`src/rtl/ctrl_seq_pkg.sv`:
```
// Shared constants for the control sequencer: FSM state codes, instruction ids
// and the select encodings for each datapath mux.
package ctrl_seq_pkg;

   localparam logic [1:0] ST_IDLE     = 2'd0;
   localparam logic [1:0] ST_EXEC     = 2'd1;
   localparam logic [1:0] ST_IRQ_PUSH = 2'd2;
   localparam logic [1:0] ST_IRQ_VEC  = 2'd3;

   localparam logic [7:0] ID_BRANCH_LO = 8'h04;
   localparam logic [7:0] ID_BRANCH_HI = 8'h08;
   localparam logic [7:0] ID_CLI       = 8'h0A;
   localparam logic [7:0] ID_ALU_IMM_A = 8'h0D;
   localparam logic [7:0] ID_INC       = 8'h0F;
   localparam logic [7:0] ID_MM_ARG2   = 8'h11;
   localparam logic [7:0] ID_DEC       = 8'h12;
   localparam logic [7:0] ID_LD        = 8'h19;
   localparam logic [7:0] ID_LDI       = 8'h20;
   localparam logic [7:0] ID_LPM       = 8'h22;
   localparam logic [7:0] ID_SP_LOAD   = 8'h29;
   localparam logic [7:0] ID_POP       = 8'h2A;
   localparam logic [7:0] ID_PUSH      = 8'h2B;
   localparam logic [7:0] ID_RCALL     = 8'h2C;
   localparam logic [7:0] ID_RET       = 8'h2D;
   localparam logic [7:0] ID_RETI      = 8'h2E;
   localparam logic [7:0] ID_RJMP      = 8'h2F;
   localparam logic [7:0] ID_SEI       = 8'h32;
   localparam logic [7:0] ID_ST        = 8'h38;
   localparam logic [7:0] ID_ALU_IMM_B = 8'h41;

   localparam logic [2:0] MM_ADDR_Y    = 3'd0;
   localparam logic [2:0] MM_ADDR_ARG2 = 3'd1;
   localparam logic [2:0] MM_ADDR_SP   = 3'd2;
   localparam logic [2:0] MM_ADDR_SP1  = 3'd3;
   localparam logic [2:0] MM_ADDR_SREG = 3'd4;

   localparam logic [1:0] MM_DATA_RD1  = 2'd0;
   localparam logic [1:0] MM_DATA_PC   = 2'd1;
   localparam logic [1:0] MM_DATA_SREG = 2'd3;

   localparam logic [1:0] PC_NEW_VEC   = 2'd0;
   localparam logic [1:0] PC_NEW_ARG1  = 2'd1;
   localparam logic [1:0] PC_NEW_ARG12 = 2'd2;
   localparam logic [1:0] PC_NEW_POP   = 2'd3;

   localparam logic [1:0] ALU2_RD2     = 2'd0;
   localparam logic [1:0] ALU2_ARG2    = 2'd1;
   localparam logic [1:0] ALU2_ONE     = 2'd2;

   localparam logic       ALU1_RD1     = 1'b0;
   localparam logic       ALU1_SPL     = 1'b1;

   localparam logic       RF_WA_ARG1   = 1'b0;
   localparam logic       RF_WA_MM     = 1'b1;

   localparam logic [2:0] RF_WD_ALU    = 3'd0;
   localparam logic [2:0] RF_WD_MM     = 3'd1;
   localparam logic [2:0] RF_WD_ARG2   = 3'd2;
   localparam logic [2:0] RF_WD_LPM    = 3'd3;
   localparam logic [2:0] RF_WD_MMQ    = 3'd4;

   typedef struct packed {
      logic [1:0] pc_byte_sel;
      logic       pc_load;
      logic       sp_we;
      logic       irq_ack;
      logic       sp_inl;
      logic [2:0] mm_addr;
      logic [1:0] mm_data;
      logic [1:0] pc_new;
      logic [1:0] alu_arg2;
      logic       alu_arg1;
      logic       rf_wa;
      logic [2:0] rf_wd;
   } sel_t;

endpackage

```
`src/rtl/ctrl_sel_decode.sv`:
```
// Combinational select decode: (phase, latched id, step) -> mux selects and
// raw strobes, plus the number of steps each instruction id occupies.
module ctrl_sel_decode
   import ctrl_seq_pkg::*;
#(
   parameter int ID_W     = 8,
   parameter int PC_BYTES = 2,
   parameter int STEP_W   = 3
) (
   input  logic [1:0]        phase,
   input  logic [ID_W-1:0]   id,
   input  logic [STEP_W-1:0] step,
   output sel_t              sel,
   output logic [STEP_W-1:0] n_steps
);

   logic in_pc_steps;
   assign in_pc_steps = (step < STEP_W'(PC_BYTES));

   // Step count per instruction id
   always_comb begin
      n_steps = STEP_W'(1);
      case (id)
         ID_LD, ID_ST, ID_PUSH, ID_POP: n_steps = STEP_W'(2);
         ID_RCALL, ID_RET, ID_RETI:     n_steps = STEP_W'(PC_BYTES + 1);
         default:                       n_steps = STEP_W'(1);
      endcase
   end

   // Select bundle for the current phase and step
   always_comb begin
      sel = '0;
      case (phase)
         ST_EXEC: begin
            case (id) inside
               ID_MM_ARG2: sel.mm_addr = MM_ADDR_ARG2;
               ID_SP_LOAD: begin
                  sel.mm_addr = MM_ADDR_ARG2;
                  sel.sp_inl  = 1'b1;
               end
               ID_CLI, ID_SEI: begin
                  sel.mm_addr = MM_ADDR_SREG;
                  sel.mm_data = MM_DATA_SREG;
               end
               [ID_BRANCH_LO:ID_BRANCH_HI]: begin
                  sel.pc_new  = PC_NEW_ARG1;
                  sel.pc_load = 1'b1;
               end
               ID_RJMP: begin
                  sel.pc_new  = PC_NEW_ARG12;
                  sel.pc_load = 1'b1;
               end
               ID_ALU_IMM_A, ID_ALU_IMM_B: sel.alu_arg2 = ALU2_ARG2;
               ID_INC, ID_DEC:             sel.alu_arg2 = ALU2_ONE;
               ID_LDI:                     sel.rf_wd    = RF_WD_ARG2;
               ID_LPM:                     sel.rf_wd    = RF_WD_LPM;
               ID_LD: begin
                  sel.rf_wa = RF_WA_MM;
                  sel.rf_wd = RF_WD_MMQ;
               end
               ID_ST: begin
                  sel.sp_inl = 1'b1;
                  sel.rf_wa  = RF_WA_MM;
                  sel.rf_wd  = RF_WD_MM;
               end
               ID_PUSH, ID_POP: begin
                  sel.mm_addr  = (id == ID_PUSH) ? MM_ADDR_SP : MM_ADDR_SP1;
                  sel.alu_arg1 = ALU1_SPL;
                  sel.alu_arg2 = ALU2_ONE;
                  sel.sp_we    = (step == STEP_W'(1));
               end
               ID_RCALL: begin
                  if (in_pc_steps) begin
                     sel.mm_addr     = MM_ADDR_SP;
                     sel.mm_data     = MM_DATA_PC;
                     sel.pc_byte_sel = step[1:0];
                     sel.alu_arg1    = ALU1_SPL;
                     sel.alu_arg2    = ALU2_ONE;
                     sel.sp_we       = 1'b1;
                  end else begin
                     sel.pc_new  = PC_NEW_ARG12;
                     sel.pc_load = 1'b1;
                  end
               end
               ID_RET, ID_RETI: begin
                  if (in_pc_steps) begin
                     sel.mm_addr  = MM_ADDR_SP1;
                     sel.alu_arg1 = ALU1_SPL;
                     sel.alu_arg2 = ALU2_ONE;
                     sel.sp_we    = 1'b1;
                  end else begin
                     sel.pc_new  = PC_NEW_POP;
                     sel.pc_load = 1'b1;
                  end
               end
               default: sel = '0;
            endcase
         end
         ST_IRQ_PUSH: begin
            sel.mm_addr     = MM_ADDR_SP;
            sel.mm_data     = MM_DATA_PC;
            sel.pc_byte_sel = step[1:0];
            sel.alu_arg1    = ALU1_SPL;
            sel.alu_arg2    = ALU2_ONE;
            sel.sp_we       = 1'b1;
         end
         ST_IRQ_VEC: begin
            sel.pc_new  = PC_NEW_VEC;
            sel.pc_load = 1'b1;
            sel.irq_ack = 1'b1;
         end
         default: sel = '0;
      endcase
   end

endmodule

```
`src/rtl/control_sequencer.sv`:
```
// Control sequencer: accepts decoded instruction ids, steps them through a
// multi-cycle step counter and runs interrupt entry (push PC, load vector).
// Optional macro CTRL_SEQ_IFLAG_EN adds an internal global interrupt enable
// flag (SEI/CLI/RETI/IRQ entry); without it irq_req is always honoured.
//
// state       | meaning
// ST_IDLE     | waiting for an instruction or interrupt
// ST_EXEC     | stepping the latched instruction
// ST_IRQ_PUSH | pushing PC bytes, low byte first
// ST_IRQ_VEC  | loading the interrupt vector, irq_ack
module control_sequencer
   import ctrl_seq_pkg::*;
#(
   parameter int ID_W     = 8,
   parameter int PC_BYTES = 2,
   parameter int STEP_W   = 3
) (
   input  logic              clk,
   input  logic              reset,
   input  logic              instr_valid,
   input  logic [ID_W-1:0]   instruction_id,
   output logic              instr_ready,
   input  logic              irq_req,
   output logic              irq_ack,
   input  logic              stall,
   output logic              busy,
   output logic [STEP_W-1:0] step,
   output logic [1:0]        pc_byte_sel,
   output logic              pc_load,
   output logic              sp_we,
   output logic              SP_inL_sel,
   output logic [2:0]        MM_addr_sel,
   output logic [1:0]        MM_data_sel,
   output logic [1:0]        PM_PC_new_sel,
   output logic [1:0]        ALU_arg2_sel,
   output logic              ALU_arg1_sel,
   output logic              RF_WA_sel,
   output logic [2:0]        RF_WD_sel
);

   logic [1:0]        state;
   logic [STEP_W-1:0] step_q;
   logic [ID_W-1:0]   id_q;
   sel_t              sel;
   logic [STEP_W-1:0] n_steps;
   logic              last_step;
   logic              push_last;
   logic              irq_en;
   logic              take_window;
   logic              irq_take;
   logic              accept;
   logic              strobe_en;

   ctrl_sel_decode #(
      .ID_W     (ID_W),
      .PC_BYTES (PC_BYTES),
      .STEP_W   (STEP_W)
   ) u_decode (
      .phase   (state),
      .id      (id_q),
      .step    (step_q),
      .sel     (sel),
      .n_steps (n_steps)
   );

   assign last_step   = (state == ST_EXEC) && (step_q == n_steps - STEP_W'(1));
   assign push_last   = (step_q == STEP_W'(PC_BYTES - 1));
   // IDLE ignores stall: there is no in-flight work to freeze there.
   assign take_window = (state == ST_IDLE) || (last_step && !stall);
   assign irq_take    = take_window && irq_req && irq_en;
   assign instr_ready = take_window && !irq_take;
   assign accept      = instr_valid && instr_ready;

`ifdef CTRL_SEQ_IFLAG_EN
   logic iflag_q;
   assign irq_en = iflag_q;

   // Global interrupt enable: set by SEI/RETI, cleared by CLI and IRQ entry
   always_ff @(posedge clk) begin
      if (reset) begin
         iflag_q <= 1'b0;
      end else begin
         if (last_step && !stall) begin
            if (id_q == ID_SEI || id_q == ID_RETI) iflag_q <= 1'b1;
            else if (id_q == ID_CLI)               iflag_q <= 1'b0;
         end
         if (irq_take) iflag_q <= 1'b0;
      end
   end
`else
   assign irq_en = 1'b1;
`endif

   // Sequencing FSM and step counter
   always_ff @(posedge clk) begin
      if (reset) begin
         state  <= ST_IDLE;
         step_q <= '0;
         id_q   <= '0;
      end else if (irq_take) begin
         state  <= ST_IRQ_PUSH;
         step_q <= '0;
      end else if (accept) begin
         state  <= ST_EXEC;
         step_q <= '0;
         id_q   <= instruction_id;
      end else if (!stall) begin
         case (state)
            ST_EXEC: begin
               if (last_step) begin
                  state  <= ST_IDLE;
                  step_q <= '0;
               end else begin
                  step_q <= step_q + STEP_W'(1);
               end
            end
            ST_IRQ_PUSH: begin
               if (push_last) begin
                  state  <= ST_IRQ_VEC;
                  step_q <= '0;
               end else begin
                  step_q <= step_q + STEP_W'(1);
               end
            end
            ST_IRQ_VEC: begin
               state  <= ST_IDLE;
               step_q <= '0;
            end
            default: begin
               state  <= ST_IDLE;
               step_q <= '0;
            end
         endcase
      end
   end

   // Strobes act only on a cycle that really advances; a reset cycle aborts.
   assign strobe_en     = !stall && !reset;
   assign pc_load       = sel.pc_load && strobe_en;
   assign sp_we         = sel.sp_we && strobe_en;
   assign irq_ack       = sel.irq_ack && strobe_en;
   assign busy          = (state != ST_IDLE);
   assign step          = step_q;
   assign pc_byte_sel   = sel.pc_byte_sel;
   assign SP_inL_sel    = sel.sp_inl;
   assign MM_addr_sel   = sel.mm_addr;
   assign MM_data_sel   = sel.mm_data;
   assign PM_PC_new_sel = sel.pc_new;
   assign ALU_arg2_sel  = sel.alu_arg2;
   assign ALU_arg1_sel  = sel.alu_arg1;
   assign RF_WA_sel     = sel.rf_wa;
   assign RF_WD_sel     = sel.rf_wd;

endmodule

```
`config.mk`:
```
export PLATFORM = sky130hd
export DESIGN_NAME = control_sequencer
export DESIGN_NICKNAME = d
export VERILOG_FILES = /design/src/rtl/ctrl_seq_pkg.sv /design/src/rtl/ctrl_sel_decode.sv /design/src/rtl/control_sequencer.sv
export SDC_FILE = /design/constraint.sdc
export NUM_CORES = 1
export LEC_CHECK = 0
export CAP_MARGIN = 30
export CORE_MARGIN = 4
export CORE_UTILIZATION = 68
export DETAILED_ROUTE_END_ITERATION = 6
export DONT_BUFFER_PORTS = 1
export GPL_TIMING_DRIVEN = 0
export MAX_ROUTING_LAYER = met4
export PLACE_DENSITY_LB_ADDON = 0.3
export SETUP_SLACK_MARGIN = 0.1
export SLEW_MARGIN = 20
export SYNTH_ARGS = -nofsm -noshare
export SYNTH_HDL_FRONTEND = slang
export SYNTH_SLANG_ARGS = --single-unit
```
`constraint.sdc`:
```
create_clock -name clk -period 3.5 [get_ports clk]
set_input_delay 0.175 -clock clk [delete_from_list [all_inputs] [get_ports clk]]
set_output_delay 0.175 -clock clk [all_outputs]
set_load 0.05 [all_outputs]
```
==> impl_metrics.env, run 1 <==
export IMPL_reg2reg_to="step[2]"
export IMPL_gr_total_overflow=0
export IMPL_ys_types=57
export IMPL_reg2regPathDepth=8
export IMPL_pre_cts_ws_ns=0.421
export IMPL_hp_start="instruction_id[6]"
export IMPL_num_rows=16
export IMPL_crit_fanout=10
export IMPL_grt_max_degree=11
export IMPL_arrival_ns=2.99
export IMPL_cts_hold_fix_buffers=0
export IMPL_syn_area_um2=1490
export IMPL_dr_pass1_iters=5
export IMPL_antenna_cells=0
export IMPL_worst_pin_slew_ns=1.04
export IMPL_start_util=0.738
export IMPL_drt_total_wl_um=4240
export IMPL_p_sw_frac=0.399
export IMPL_synthCells=204
export IMPL_r2r_start="step[1]"
export IMPL_maxSlewHeadroom=0.309
export IMPL_path_class="flop to output port"
export IMPL_gp_congestion=0.896
export IMPL_setup_slack_ns=0.333
export IMPL_fp_dieH_um=54.9
export IMPL_tritoncts="yes"
export IMPL_drc_errors=0
export IMPL_detail_route_antenna_nets=0
export IMPL_p_leak_nw=0.615
export IMPL_power_net_switching_w=0.000158
export IMPL_cts_sinks=13
export IMPL_stdcell_area_um2=1590
export IMPL_viasPerCell=7.16
export IMPL_worstHoldPathType="input pin to flop"
export IMPL_grt_pass1_wl_um=7000
export IMPL_rsz0062_at_grt="no"
export IMPL_cp_start_kind="flop"
export IMPL_h_tree_depth=1
export IMPL_whs_path_depth=2
export IMPL_coreArea_um2=2020
export IMPL_finalNonFillerCells=236
export IMPL_p_per_area_nw_per_um2=249
export IMPL_postSynthNetCount=223
export IMPL_syn2layout_area_growth_pct=6.29
export IMPL_setup_viol_count_final=0
export IMPL_ys_warnings_count=0
export IMPL_finalSetupTns_ns=0
export IMPL_cap_violations=0
export IMPL_drtIter0Drc=111
export IMPL_cts_buffer_depth=2
export IMPL_slew_violations=0
export IMPL_num_vias=1690
export IMPL_status="finished clean"
export IMPL_cts_root_buf="clkbuf_4"
export IMPL_io_pins=38
export IMPL_ir_drop_mv=0.256
export IMPL_combPwrFrac=0.356
export IMPL_fin_nets=229
export IMPL_required_ns=3.32
export IMPL_power_internal_w=0.000238
export IMPL_fin_util=0.785
export IMPL_grt_use_total=0.327
export IMPL_yosys_most_used_dff="dfxtp_1"
export IMPL_r2r_slack_ns=1.08
export IMPL_syn_area_per_cell_um2=7.32
export IMPL_hpwl_um=3190
export IMPL_place_inst=232
export IMPL_grt_pass1_vias=1571
export IMPL_yosys_register_bits=13
export IMPL_finalHoldViolations=0
export IMPL_hold_path_end="id_q[6]"
export IMPL_port_buffers=0
export IMPL_die_area_um2=3010
export IMPL_ys_seq_area_frac=0.174
export IMPL_die_w_um=54.9
export IMPL_cts_setup_buffers=0
export IMPL_min_period_ns=3.17
export IMPL_end_kind="output port"
export IMPL_p_clk_frac=0.240
export IMPL_grt_antenna_before_repair=0
export IMPL_synth_edf_count=0
export IMPL_numCtsBuffers=3
export IMPL_place_area_um2=1550
export IMPL_final_layout_size_suffix_gt1_frac=0.172
export IMPL_avgRoutedWirePerCell_um=18.0
export IMPL_period_share=0.905
export IMPL_async_flop_share=0
export IMPL_fmax_mhz=316
export IMPL_skew_ns=0.00842
export IMPL_post_cts_resize_count=1
export IMPL_sequentialPowerShare=0.405
export IMPL_clkTransAtPathRegs_ns=0.08
export IMPL_clock_insertion_delay_worst_skew_ns=0.29
[area by class of cell]
| cell class | instances | area (µm²) |
|---|---|---|
| Buffer | 17 | 100 |
| Clock buffer | 3 | 22.5 |
| Clock inverter | 1 | 5.00 |
| Fill cell | 149 | 435 |
| Inverter | 9 | 33.8 |
| Multi-Input combinational cell | 165 | 1120 |
| Sequential cell | 13 | 260 |
| Tap cell | 27 | 33.8 |
| Timing Repair Buffer | 1 | 7.51 |
[cell families after synthesis]
| family | after synthesis | synth area share |
|---|---|---|
| AOI/OAI and AO/OA | 57 | 0.273 |
| adders and majority gates | 6 | 0.0503 |
| and+or+nand+nor | 98 | 0.384 |
| DFF | 13 | 0.174 |
| xor gates and xnor gates | 4 | 0.0285 |
| buffers and inverters | 26 | 0.0897 |
[through the flow]
stage,hold slack [ns],total power (W)
2_1_floorplan,0.321,0.000273
3_3_place_gp,0.327,0.000290
3_5_place_dp,0.331,0.000299
4_1_cts,0.0235,0.000391
5_1_grt,0.0303,0.000414
6_report,0.0220,0.000396
[synthesized netlist by cell type (all sizes together), types with 2 or more instances]
library cell	count	area [µm²]
dfxtp	13	260
a21o	2	15.0
xor2	2	17.5
nor2	18	67.6
and2	6	37.5
inv	9	33.8
o311ai	2	17.5
clkbuf	5	18.8
nor3b	4	30.0
and3b	4	36.3
o211ai	3	37.5
a31o	2	17.5
a31oi	4	25.0
nand2b	6	37.5
or4	2	18.8
o311a	2	20.0
and3	3	18.8
nand3	13	65.1
a211oi	2	15.0
nor4b	3	38.8
o21ai	13	72.6
ha	6	75.1
buf	12	81.3
nand4	3	18.8
nand2	13	48.8
or3	2	12.5
nor4	3	18.8
xnor2	2	25.0
nor2b	3	18.8
a21oi	17	88.8
nor3	10	61.3
[metal layers]
layer | routed length, µm | global-route usage | part of all wire
met4 | 201 | 0.224 | 0.047
met3 | 478 | 0.0899 | 0.11
met1 | 1590 | 0.380 | 0.38
met2 | 1970 | 0.484 | 0.46
met5 | 0 | - | 0
[power groups by stage]
stage | Clock, W | Combinational, W | Sequential, W
2_1_floorplan | 0 | 0.000111 | 0.000162
3_3_place_gp | 0 | 0.000127 | 0.000163
3_5_place_dp | 0 | 0.000135 | 0.000163
4_1_cts | 0.0000951 | 0.000136 | 0.000160
5_1_grt | 0.000100 | 0.000153 | 0.000161
6_report | 0.0000949 | 0.000141 | 0.000160
[worst max-delay path: stages, from the launching register on]
cell      delay (ns)
dfxtp_1         0.31
buf_2           0.20
clkbuf_1        0.43
nand3_1         0.17
and2_1          0.21
or4_4           0.51
a21oi_4         0.41
o311a_2         0.45
[worst max path at each step]
stage,slack (ns),endpoint,cells after the start,startpoint
after floorplan,0.67,sp_we,6,step[2]
after global placement,0.45,sp_we,7,id_q[1]
after detailed placement,0.42,sp_we,7,id_q[1]
after CTS,0.21,sp_we,7,id_q[1]
after global routing,0.23,sp_we,7,id_q[1]
final,0.33,sp_we,7,id_q[1]
[cell usage in the layout (no fill, tap or decap), types with 5 or more instances in the layout]
cell type / n
nor2_1: 18
a21oi_1: 16
nand3_1: 13
nand2_1: 13
dfxtp_1: 13
o21ai_0: 10
inv_1: 9
nor3_1: 7
nand2b_1: 6
and2_1: 6
ha_1: 6
buf_2: 5
clkbuf_1: 5
buf_4: 5
[flip-flops by register name (all words and copies together), names as in the netlist]
signal  flops
id_q        8
state       2
step        3
Note: power is estimated with default switching activity, not from simulation.
==> inputs of run 2 (changes only) <==
CORE_MARGIN = unset   (was 4)
==> run 2 against run 1 <==
- non-clock buffer count stayed put
- critical path depth did not move
- die area fell by 21%
- worst hold slack improved by 0.015 ns
- clock skew down 0.0069 ns
- utilization unchanged
- worst setup slack gained 0.067 ns
- via count down 7.2%
- critical endpoint unchanged
- first-iteration DRC count decreased by 24%
- largest power group unchanged
- final cell count stayed put
==> impl_metrics.env, run 2 (synthesis gave the netlist of run 1 again) <==
export IMPL_status="finished clean"
export IMPL_final_cell_mix="nor2_1 (18), a21oi_1 (16), nand3_1 (13), nand2_1 (13), dfxtp_1 (13)"
export IMPL_tritoncts="yes"
export IMPL_hpwl_um=3010
export IMPL_drt_total_wl_um=3900
export IMPL_fin_util=0.785
export IMPL_io_pins=38
export IMPL_cp_top_family="compound AO/OA/AOI/OAI gates"
export IMPL_crit_buf_inv=2
export IMPL_antenna_cells=0
export IMPL_die_area_um2=2390
export IMPL_gr_total_overflow=0
export IMPL_fmax_mhz=323
export IMPL_reg2reg_to="step[2]"
export IMPL_syn2layout_area_growth_pct=6.29
export IMPL_cts_sinks=13
export IMPL_place_area_um2=1550
export IMPL_p_per_area_nw_per_um2=246
export IMPL_cts_buffer_depth=2
export IMPL_gp_congestion=0.916
export IMPL_grt_max_degree=11
export IMPL_reg2regPathDepth=8
export IMPL_rsz0062_at_grt="no"
export IMPL_skew_ns=0.00151
export IMPL_fin_nets=229
export IMPL_min_period_ns=3.10
export IMPL_stdcell_area_um2=1590
export IMPL_final_layout_size_suffix_gt1_frac=0.172
export IMPL_dr_pass1_iters=4
export IMPL_setup_viol_count_final=0
export IMPL_viasPerCell=6.64
export IMPL_maxSlewHeadroom=0.308
export IMPL_grt_use_total=0.358
export IMPL_arrival_ns=2.93
export IMPL_cp_start_kind="flop"
export IMPL_die_w_um=48.9
export IMPL_path_cells="inv_1, ha_1, clkbuf_1, o221ai_2, or4_4, a21oi_4, o311a_2"
export IMPL_cts_root_buf="clkbuf_4"
export IMPL_ir_drop_mv=0.253
export IMPL_worstHoldPathType="input pin to flop"
export IMPL_drc_errors=0
export IMPL_avgRoutedWirePerCell_um=16.5
export IMPL_hold_path_end="id_q[0]"
export IMPL_required_ns=3.32
export IMPL_cts_hold_fix_buffers=0
export IMPL_r2r_start="step[1]"
export IMPL_grt_pass1_wl_um=6670
export IMPL_port_buffers=0
export IMPL_numCtsBuffers=3
export IMPL_p_leak_nw=0.615
export IMPL_path_class="flop to output port"
export IMPL_whs_path_depth=2
export IMPL_coreArea_um2=2020
export IMPL_period_share=0.886
export IMPL_top_register="id_q"
export IMPL_num_rows=16
export IMPL_worst_pin_slew_ns=1.04
export IMPL_crit_fanout=9
export IMPL_clkTransAtPathRegs_ns=0.08
export IMPL_fp_dieH_um=48.9
export IMPL_start_util=0.738
export IMPL_drtIter0Drc=84
export IMPL_grt_pass1_vias=1459
export IMPL_num_vias=1568
export IMPL_detail_route_antenna_nets=0
export IMPL_cap_violations=0
export IMPL_clock_insertion_delay_worst_skew_ns=0.27
export IMPL_slew_violations=0
export IMPL_r2r_slack_ns=1.13
export IMPL_largest_register_ffs=8
export IMPL_end_kind="output port"
export IMPL_hp_start="instruction_id[0]"
export IMPL_finalSetupTns_ns=0
export IMPL_cpPeakStageDelay_ns=0.59
export IMPL_h_tree_depth=1
export IMPL_grt_antenna_before_repair=0
export IMPL_cp_slowest_cell="or4_4"
export IMPL_finalHoldViolations=0
export IMPL_final_common_cell="nor2_1"
[run 2: cell counts in the layout (fill, tap and decap cells not counted)]
No cell type changed its count.
[run 2: worst reg2reg max path, cell delays in order (launching register included)]
cell and delay [ns]:
dfxtp_1 0.71, inv_1 0.23, ha_1 0.26, nor2b_1 0.16, o21ai_0 0.19, nand2_1 0.09, a31oi_1 0.26, a31oi_1 0.15
a211oi_1 0.24
[run 2: cell type report]
| cell class | count | area, µm² |
|---|---|---|
| plain buffers | 17 | 100 |
| clock buffers | 3 | 22.5 |
| clock inverters | 1 | 5.00 |
| fillers | 159 | 435 |
| inverters | 9 | 33.8 |
| multi-input cells | 165 | 1120 |
| flip-flops and latches | 13 | 260 |
| well taps | 27 | 33.8 |
| repair buffers | 1 | 7.51 |
[run 2: how the worst max path moves through the flow]
stage	from	endpoint	slack, ns	cells after the start
floorplan	step[2]	sp_we	0.67	6
global placement	id_q[1]	sp_we	0.43	7
detailed placement	state[1]	sp_we	0.40	7
CTS	state[1]	sp_we	0.22	7
global route	id_q[1]	sp_we	0.29	7
finish	state[1]	sp_we	0.40	7
[run 2: power breakdown]
part | internal [W] | switching, W
logic | 0.0000413 | 0.0000973
clock network | 0.0000423 | 0.0000495
registers | 0.000154 | 0.00000615
total | 0.000238 | 0.000153
[run 2: through the flow]
stage          setup slack [ns]  std cells  hold slack, ns  power [W]
6_report                  0.399        236          0.0373   0.000391
4_1_cts                   0.220        236          0.0402   0.000386
3_3_place_gp              0.433        231           0.325   0.000290
5_1_grt                   0.291        236          0.0394   0.000413
2_1_floorplan             0.667        204           0.321   0.000273
3_5_place_dp              0.397        232           0.331   0.000298
[run 2: per-layer routing]
metal,routed length [µm],track usage
met5,0,-
met4,34,0.103
met3,266,0.0343
met2,1870,0.590
met1,1730,0.464
[run 2: repair_timing]
item / 4_1_cts / 5_1_grt
buffers inserted: 0 / 0
endpoints found under the setup margin: 1 / 1
resized for setup: 1 / 1
==> inputs of run 3 (changes only) <==
ABC_AREA = 1   (was unset)
CORE_UTILIZATION = 67   (was 68)
==> run 3 against run 2 <==
- worst setup slack better by 0.26 ns
- via count down 15%
- power down 0.62%
- final cell count grew 3.0%
- critical path depth shrank 1
- non-clock buffer count fell by 10
- maximum frequency increased by 9.0%
- flip-flop and latch count unchanged
- register-to-register slack gained 0.24 ns
- wire length is 22% lower
- critical endpoint is now pc_load
==> impl_metrics.env, run 3 <==
export IMPL_ys_top_cells_by_area="dfxtp_1 (21%), nand2_1 (15%), inv_1 (11%), nor2_1 (11%), ha_1 (6.1%)"
export IMPL_antenna_cells=0
export IMPL_fmax_mhz=351
export IMPL_yosys_register_bits=13
export IMPL_ys_seq_area_frac=0.210
export IMPL_grt_pass1_wl_um=4690
export IMPL_syn_area_per_cell_um2=5.89
export IMPL_final_common_cell="nand2_1"
export IMPL_detail_route_antenna_nets=0
export IMPL_hpwl_um=2470
export IMPL_grt_pass1_vias=1092
export IMPL_worst_pin_slew_ns=1.06
export IMPL_finalSetupTns_ns=0
export IMPL_p_leak_nw=0.671
export IMPL_io_pins=38
export IMPL_place_inst=238
export IMPL_drc_errors=0
export IMPL_grt_antenna_before_repair=0
export IMPL_end_kind="output port"
export IMPL_cap_violations=0
export IMPL_ir_drop_mv=0.306
export IMPL_place_area_um2=1310
export IMPL_synthCells=210
export IMPL_hp_start="stall"
export IMPL_layout_area_seq_um2=260
export IMPL_maxSlewHeadroom=0.298
export IMPL_num_fill_cells=145
export IMPL_status="finished clean"
export IMPL_clock_insertion_delay_worst_skew_ns=0.28
export IMPL_crit_buf_inv=2
export IMPL_fp_dieH_um=45.0
export IMPL_skew_ns=0.0109
export IMPL_synth_top_area_frac=0.210
export IMPL_clkTransAtPathRegs_ns=0.08
export IMPL_cp_start_kind="flop"
export IMPL_p_per_area_nw_per_um2=287
export IMPL_grt_max_degree=11
export IMPL_cpPeakStageDelay_ns=0.84
export IMPL_arrival_ns=2.67
export IMPL_coreArea_um2=1730
export IMPL_path_class="flop to output port"
export IMPL_dr_pass1_iters=4
export IMPL_final_cell_mix="nand2_1 (50), inv_1 (36), nor2_1 (36)"
export IMPL_num_rows=15
export IMPL_ys_types=26
export IMPL_postSynthNetCount=229
export IMPL_r2r_start="step[1]"
export IMPL_grt_use_total=0.332
export IMPL_tritoncts="yes"
export IMPL_cts_buffer_depth=2
export IMPL_cts_sinks=13
export IMPL_syn_area_um2=1240
export IMPL_post_cts_resize_count=0
export IMPL_yosysMostFrequentCell="nand2_1"
export IMPL_path_cells="inv_1, ha_1, inv_1, nor3_1, nand3_1, a21oi_1"
export IMPL_cp_top_family="compound AO/OA/AOI/OAI gates"
export IMPL_largest_register_ffs=8
export IMPL_finalPower_w=0.000388
export IMPL_die_area_um2=2020
export IMPL_final_layout_size_suffix_gt1_frac=0.142
export IMPL_drt_total_wl_um=3060
export IMPL_avgRoutedWirePerCell_um=12.6
export IMPL_gp_congestion=0.981
export IMPL_drtIter0Drc=47
export IMPL_setup_viol_count_final=0
export IMPL_start_util=0.717
export IMPL_setup_slack_ns=0.654
export IMPL_fin_nets=238
export IMPL_synth_largest_area_cell="dfxtp_1"
export IMPL_syn2layout_area_growth_pct=9.10
export IMPL_pre_cts_ws_ns=1.00
export IMPL_synth_edf_count=0
export IMPL_num_vias=1333
export IMPL_required_ns=3.32
export IMPL_path_common_cell="inv_1"
export IMPL_die_w_um=45.0
export IMPL_worstHoldPathType="input pin to flop"
export IMPL_slew_violations=0
export IMPL_cp_startpoint="state[1]"
export IMPL_gr_total_overflow=0
export IMPL_top_register="id_q"
export IMPL_finalHoldViolations=0
export IMPL_min_period_ns=2.85
export IMPL_cp_slowest_cell="a21oi_1"
export IMPL_rsz0062_at_grt="no"
export IMPL_ys_warnings_count=0
export IMPL_viasPerCell=5.49
export IMPL_async_flop_share=0
export IMPL_synthTopCellsByCount="nand2_1 (50), inv_1 (36), nor2_1 (36), a21oi_1 (14), dfxtp_1 (13)"
export IMPL_port_buffers=0
export IMPL_multi_input_area_um2=823
export IMPL_numCtsBuffers=3
export IMPL_stdcell_area_um2=1350
export IMPL_crit_fanout=8
export IMPL_yosys_most_used_dff="dfxtp_1"
export IMPL_period_share=0.813
export IMPL_h_tree_depth=1
export IMPL_cts_root_buf="clkbuf_4"
export IMPL_finalNonFillerCells=243
run 3: cell types whose count changed in the layout (fill, tap and decap cells not counted), moves of 5 or more:
cell	change
and2_1	-6
buf_2	-5
inv_1	+27
nand2_1	+37
nand2b_1	-6
nor2_1	+18
run 3: where the power goes:
group | leakage (nW) | switching [W] | internal, W | total [W]
logic | 0.550 | 0.0000941 | 0.0000329 | 0.000127
clock network | 0.0150 | 0.0000504 | 0.0000443 | 0.0000946
registers | 0.106 | 0.00000961 | 0.000157 | 0.000167
run 3: final timing paths:
path	endpoint	slack, ns	cells past startpoint
worst min-delay path	step[0]	0.02	2
worst min register to register	id_q[6]	0.60	4
worst max-delay path	pc_load	0.65	6
worst max register to register	id_q[3]	1.37	10
run 3: per-stage QoR:
stage | utilization | hold slack, ns
after CTS | 0.782 | 0.0206
after global placement | 0.735 | 0.246
after global routing | 0.782 | 0.0205
final | 0.782 | 0.0200
after floorplan | - | 0.244
after detailed placement | 0.761 | 0.247
run 3: timing repair:
item	CTS	global route
buffers inserted	0	0
hold buffers	1	0
hold endpoints to repair	1	0
run 3: kinds of logic (layout without fill, tap and decap cells):
logic type | after synthesis | in the layout | share of synthesized area
flops | 13 | 13 | 0.210
fa+ha+maj | 6 | 6 | 0.0607
buf+inv | 42 | 50 | 0.143
simple gates | 121 | 121 | 0.451
compound gates | 27 | 27 | 0.128
xor+xnor | 1 | 1 | 0.00708
run 3: worst register-to-register path, stage by stage, from the launching register on:
cell	delay (ns)
dfxtp_1	0.71
inv_1	0.21
nand4_1	0.14
nand2_1	0.07
nor2_2	0.09
nand3_2	0.11
o21ai_4	0.19
nand3_4	0.15
buf_6	0.18
nor2_1	0.10
nor2_1	0.06
run 3: layout make-up:
cell class,count,area share
buffer,4,0.0250
inverter,38,0.106
tap,25,0.0232
clock buffer,4,0.0195
multi-input combinational,155,0.610
sequential,13,0.193
timing repair buffer,4,0.0241
run 3: layer usage:
layer / track usage / wire length, µm / up-vias
met5: - / 0 / -
met4: 0.164 / 80 / 0
met3: 0.0600 / 175 / 9
met2: 0.510 / 1440 / 54
met1: 0.418 / 1370 / 594
li1: - / - / 676
